[src/rtl/module_debounce_gray_pkg.sv]
// Shared constants and helpers for the Gray-code switch conditioning path.
// Default debounce window: DEBOUNCE_MS at CLK_HZ.
package module_debounce_gray_pkg;

   localparam int CLK_HZ                = 27000000;
   localparam int DEBOUNCE_MS           = 10;
   localparam int STABLE_CYCLES_DEFAULT = (CLK_HZ / 1000) * DEBOUNCE_MS;
   localparam int SYNC_STAGES_DEFAULT   = 2;
   localparam int WIDTH_DEFAULT         = 4;

   // Bits needed to hold 0..max_count; also used by the display refresh counters.
   function automatic int cnt_width(input int max_count);
      if (max_count < 1) begin
         return 1;
      end else begin
         return $clog2(max_count + 1);
      end
   endfunction

endpackage

[src/rtl/module_debounce_gray_bit.sv]
// One switch bit: SYNC_STAGES-deep synchroniser followed by a stability counter.
// update_o is the combinational enable that loads clean_o on the next edge.
module module_debounce_bit
   import module_debounce_gray_pkg::*;
#(
   parameter int STABLE_CYCLES = STABLE_CYCLES_DEFAULT,
   parameter int SYNC_STAGES   = SYNC_STAGES_DEFAULT
) (
   input  logic clk_i,
   input  logic rst_i,
   input  logic raw_i,
   output logic clean_o,
   output logic update_o
);

   localparam int            CW       = cnt_width(STABLE_CYCLES);
   localparam logic [CW-1:0] TERMINAL = CW'(STABLE_CYCLES - 1);

   logic [SYNC_STAGES-1:0] sync_chain;
   logic                   sync_bit;
   logic [CW-1:0]          cnt;
   logic [CW-1:0]          cnt_next;
   logic                   clean_next;

   // Synchroniser chain; the oldest stage is the only one the counter looks at.
   always_ff @(posedge clk_i) begin
      if (rst_i) begin
         sync_chain <= '0;
      end else begin
         sync_chain <= {sync_chain[SYNC_STAGES-2:0], raw_i};
      end
   end

   assign sync_bit = sync_chain[SYNC_STAGES-1];

   // Count consecutive disagreement cycles; any agreement restarts from zero.
   always_comb begin
      cnt_next   = cnt;
      clean_next = clean_o;
      update_o   = 1'b0;
      if (sync_bit == clean_o) begin
         cnt_next = '0;
      end else if (cnt == TERMINAL) begin
         cnt_next   = '0;
         clean_next = sync_bit;
         update_o   = ~rst_i;
      end else begin
         cnt_next = cnt + CW'(1);
      end
   end

   // Counter and clean level registers.
   always_ff @(posedge clk_i) begin
      if (rst_i) begin
         cnt     <= '0;
         clean_o <= 1'b0;
      end else begin
         cnt     <= cnt_next;
         clean_o <= clean_next;
      end
   end

endmodule

[src/rtl/module_debounce_gray.sv]
// Debounced, synchronised Gray-code input with a one-cycle change strobe.
// Optional macro GRAY_CHECK_EN enables the sticky multi-bit-step flag gray_err_o.
module module_debounce_gray
   import module_debounce_gray_pkg::*;
#(
   parameter int WIDTH         = WIDTH_DEFAULT,
   parameter int STABLE_CYCLES = STABLE_CYCLES_DEFAULT,
   parameter int SYNC_STAGES   = SYNC_STAGES_DEFAULT
) (
   input  logic             clk_i,
   input  logic             rst_i,
   input  logic [WIDTH-1:0] gray_raw_i,
   output logic [WIDTH-1:0] gray_clean_o,
   output logic             change_o,
   output logic             gray_err_o
);

   logic [WIDTH-1:0] clean_bits;
   logic [WIDTH-1:0] update_bits;

   genvar b;
   generate
      for (b = 0; b < WIDTH; b++) begin : g_bit
         module_debounce_bit #(
            .STABLE_CYCLES (STABLE_CYCLES),
            .SYNC_STAGES   (SYNC_STAGES)
         ) u_bit (
            .clk_i    (clk_i),
            .rst_i    (rst_i),
            .raw_i    (gray_raw_i[b]),
            .clean_o  (clean_bits[b]),
            .update_o (update_bits[b])
         );
      end
   endgenerate

   assign gray_clean_o = clean_bits;

   // Strobe lands in the same cycle the new clean code becomes visible.
   always_ff @(posedge clk_i) begin
      if (rst_i) begin
         change_o <= 1'b0;
      end else begin
         change_o <= |update_bits;
      end
   end

`ifdef GRAY_CHECK_EN
   // An updating bit always flips, so the update mask equals old ^ new.
   function automatic int unsigned count_ones(input logic [WIDTH-1:0] v);
      int unsigned n;
      n = 32'd0;
      for (int i = 0; i < WIDTH; i++) begin
         if (v[i]) begin
            n = n + 32'd1;
         end else begin
            n = n;
         end
      end
      return n;
   endfunction

   logic multi_step;
   assign multi_step = (count_ones(update_bits) > 32'd1);

   // Sticky until reset so a single bad step is never lost.
   always_ff @(posedge clk_i) begin
      if (rst_i) begin
         gray_err_o <= 1'b0;
      end else if (multi_step) begin
         gray_err_o <= 1'b1;
      end else begin
         gray_err_o <= gray_err_o;
      end
   end
`else
   assign gray_err_o = 1'b0;
`endif

endmodule

[config.mk]
export PLATFORM = sky130hd
export DESIGN_NAME = module_debounce_gray
export DESIGN_NICKNAME = d
export VERILOG_FILES = /design/src/rtl/module_debounce_gray_pkg.sv /design/src/rtl/module_debounce_gray_bit.sv /design/src/rtl/module_debounce_gray.sv
export SDC_FILE = /design/constraint.sdc
export NUM_CORES = 1
export LEC_CHECK = 0
export ABC_AREA = 1
export BUFFER_PORTS_ARGS = -buffer_cell sky130_fd_sc_hd__buf_2
export CAP_MARGIN = 10
export CORE_MARGIN = 8
export CORE_UTILIZATION = 55
export CTS_CLUSTER_DIAMETER = 150
export DETAILED_ROUTE_END_ITERATION = 16
export PLACE_DENSITY = 0.77
export SETUP_SLACK_MARGIN = 0.4
export SYNTH_ARGS = -nofsm -noshare
export SYNTH_HDL_FRONTEND = slang
export SYNTH_SLANG_ARGS = --single-unit
[constraint.sdc]
create_clock -name clk_i -period 4.16 [get_ports clk_i]
set_input_delay 0.624 -clock clk_i [delete_from_list [all_inputs] [get_ports clk_i]]
set_output_delay 0.624 -clock clk_i [all_outputs]
set_load 0.02 [all_outputs]
==> flow_summary.json <==
{
  "status": "finished, final reports clean",
  "grt-ovfl-total": 0,
  "cp_slowest_cell": "dfxtp_1",
  "nNetsFinal": 636,
  "synth_edf_count": 0,
  "diodes": 0,
  "clkSinkCount": 89,
  "core_um2": 7690,
  "dpl_cell_area_um2": 4450,
  "drt_wl_total_um": 8240,
  "drive_gt1_frac": 0.0935,
  "drv_cap": 0,
  "vias_per_cell": 4.97,
  "finalWorstSetupSlack_ns": 2.55,
  "ys_types": 33,
  "hold_viol": 0,
  "layout_min_cycle_time_ns": 1.61,
  "criticalPathCategory": "reg -> reg",
  "vias": 3643,
  "ant_nets": 0,
  "crit_fanout": 17,
  "drc": 0,
  "cts_root_buf": "clkbuf_8",
  "dieArea_um2": 11000,
  "fin_skew_ns": 0.0112,
  "rsz0062_at_grt": "no",
  "slowest_delay_ns": 0.36,
  "hold_path_class": "reg -> reg",
  "place_hpwl_um": 6090,
  "synth-seq-area-share": 0.409,
  "clk_pin_slew_ns": 0.09,
  "cp.arrival_ns": 1.87,
  "grt_pass1_wl_um": 14900,
  "setup_tns_ns": 0,
  "wl_per_cell_um": 11.2,
  "ys_seq_elements": 89,
  "yosysTopAreaCell": "dfxtp_1",
  "grt_pass1_vias": 3612,
  "drtIter0Drc": 217,
  "clock_path_buffers": 2,
  "dieWidth_um": 105,
  "yosys-top-cells-area": "dfxtp_1, nor2_1, nand2_1",
  "cellPowerDensity_nw_per_um2": 319,
  "synth_most_common_cell": "nor2_1",
  "grt_usage": 0.159,
  "rows": 32,
  "syn-cell-area_um2": 4360,
  "synthXorXnorAreaFrac": 0.0643,
  "numPortBuffers": 10,
  "crit_path_start_kind": "flip-flop",
  "synthTopCellsByCount": "nor2_1, nand2_1, dfxtp_1, inv_1, nand3_1",
  "worstPathRequired_ns": 4.42,
  "cts_resized": 0,
  "synth_top_family_by_area": "simple AND/OR/NAND/NOR gates",
  "yosysTopAreaCellShare": 0.409,
  "die_h_um": 105,
  "yosys.area_share.simple": 0.378,
  "fmax_ghz": 0.622,
  "place.gp.congestion": 0.877,
  "first_pass_iters": 4,
  "antenna_found_initial": 0,
  "area_delta_synth_final_pct": 6.63,
  "syn_area_per_cell_um2": 7.08,
  "io_pins": 12,
  "async_reset_ff_frac": 0,
  "period_share": 0.387,
  "cp-end-kind": "flip-flop",
  "path_common_cell": "nand2_1",
  "finalInstanceArea_um2": 4650,
  "cts_max_level": 3,
  "ys.flop_type": "dfxtp_1",
  "synth_nets": 626,
  "ir_drop_mv": 0.215,
  "clock_latency_ns": 0.36,
  "cts_setup_buffers": 0,
  "synthMuxAreaShare": 0,
  "cts_hold_buf": 0,
  "grt_max_degree": 20,
  "start_util": 0.567,
  "syn_inst": 616,
  "numCtsBuffers": 9,
  "cts_tree": "built",
  "synth_adder_area_share": 0.0115,
  "ys_warn_count": 0,
  "finalMaxSlewViolations": 0,
  "setup_viol": 0,
  "leakagePower_nw": 1.66,
  "critical_path.cell_chain": "ha_1 > nand2_1 > inv_1 > nand2_1 > nor2_1 > nand2_2 > nand2_4 > inv_1 > nand2_1 > nor2_1",
  "dp_worst_setup_slack_ns": 2.33,
  "synth_compound_area_frac": 0.0430
}
==> flip-flops by register name, indices dropped and copies added, names as in the netlist <==
signal and count:
change_o 1, g_bit.u_bit.clean_o 4, g_bit.u_bit.cnt 76, g_bit.u_bit.sync_chain 8
==> cell families (layout without fill, tap and decap cells) <==
group	count (synthesis)	count (layout)
buffers and inverters	96	111
xor gates and xnor gates	32	32
AOI/OAI and AO/OA	37	37
DFF	89	89
other	1	1
and+or+nand+nor	357	357
adders and majority gates	4	4
==> report_power, final <==
| part | internal (mW) | switching, mW | leakage (nW) |
|---|---|---|---|
| Combinational | 0.00607 | 0.0151 | 0.838 |
| Clock | 0.295 | 0.310 | 0.103 |
| Sequential | 0.856 | 0.00247 | 0.719 |
==> per-layer routing <==
metal	track usage	wire (um)
met5	0	0
met4	0.0877	214
met3	0.0301	252
met2	0.266	3810
met1	0.188	3970
==> final timing paths <==
kind,start,endpoint,slack [ns],cells after the start
min,g_bit[2].u_bit.sync_chain[0],g_bit[2].u_bit.sync_chain[1],0.40,2
max,g_bit[1].u_bit.cnt[0],g_bit[1].u_bit.cnt[13],2.55,10
max reg2reg,g_bit[1].u_bit.cnt[0],g_bit[1].u_bit.cnt[13],2.55,10
min reg2reg,g_bit[2].u_bit.sync_chain[0],g_bit[2].u_bit.sync_chain[1],0.40,2
==> worst max-delay path, delay by kind of cell, from the launching register on <==
kind	cells	cell delay [ns]
AND/OR/NAND/NOR	7	0.80
adder cells (fa/ha/maj)	1	0.17
buffers and inverters	2	0.19
flip-flops	1	0.36
==> cells in the final DEF, fill, tap and decap left out, types with 2 or more instances in the layout <==
master	instances
inv_1	83
xnor2_1	8
xor2_1	24
ha_1	4
nand3_4	2
or2_2	2
clkbuf_8	10
nand2_2	6
nor2_2	7
nand3_2	7
nor3_1	22
clkinv_2	2
buf_2	10
nand3_1	40
nor2_4	5
nand2_1	117
inv_2	2
nand4_1	17
o21ai_0	8
or2_0	3
nor3b_1	2
dfxtp_1	89
nor2_1	122
a21oi_1	27
==> per-stage QoR <==
step                       util  power (mW)  instances  hold slack [ns]
after CTS                 0.605        1.50        733            0.404
after global routing      0.605        1.54        733            0.418
after global placement    0.578       0.899        717            0.391
after detailed placement  0.578       0.900        717            0.397
final                     0.605        1.48        733            0.397
after floorplan               -       0.895        616            0.388
==> cell type report <==
cell class	instances	area [um^2]
Clock buffer	10	138
Clock inverter	6	65.1
Fill cell	728	3040
Inverter	85	319
Multi-Input combinational cell	431	2170
Sequential cell	89	1780
Tap cell	102	128
Timing Repair Buffer	10	50.0
No activity file was read; power rests on OpenSTA's default activity.
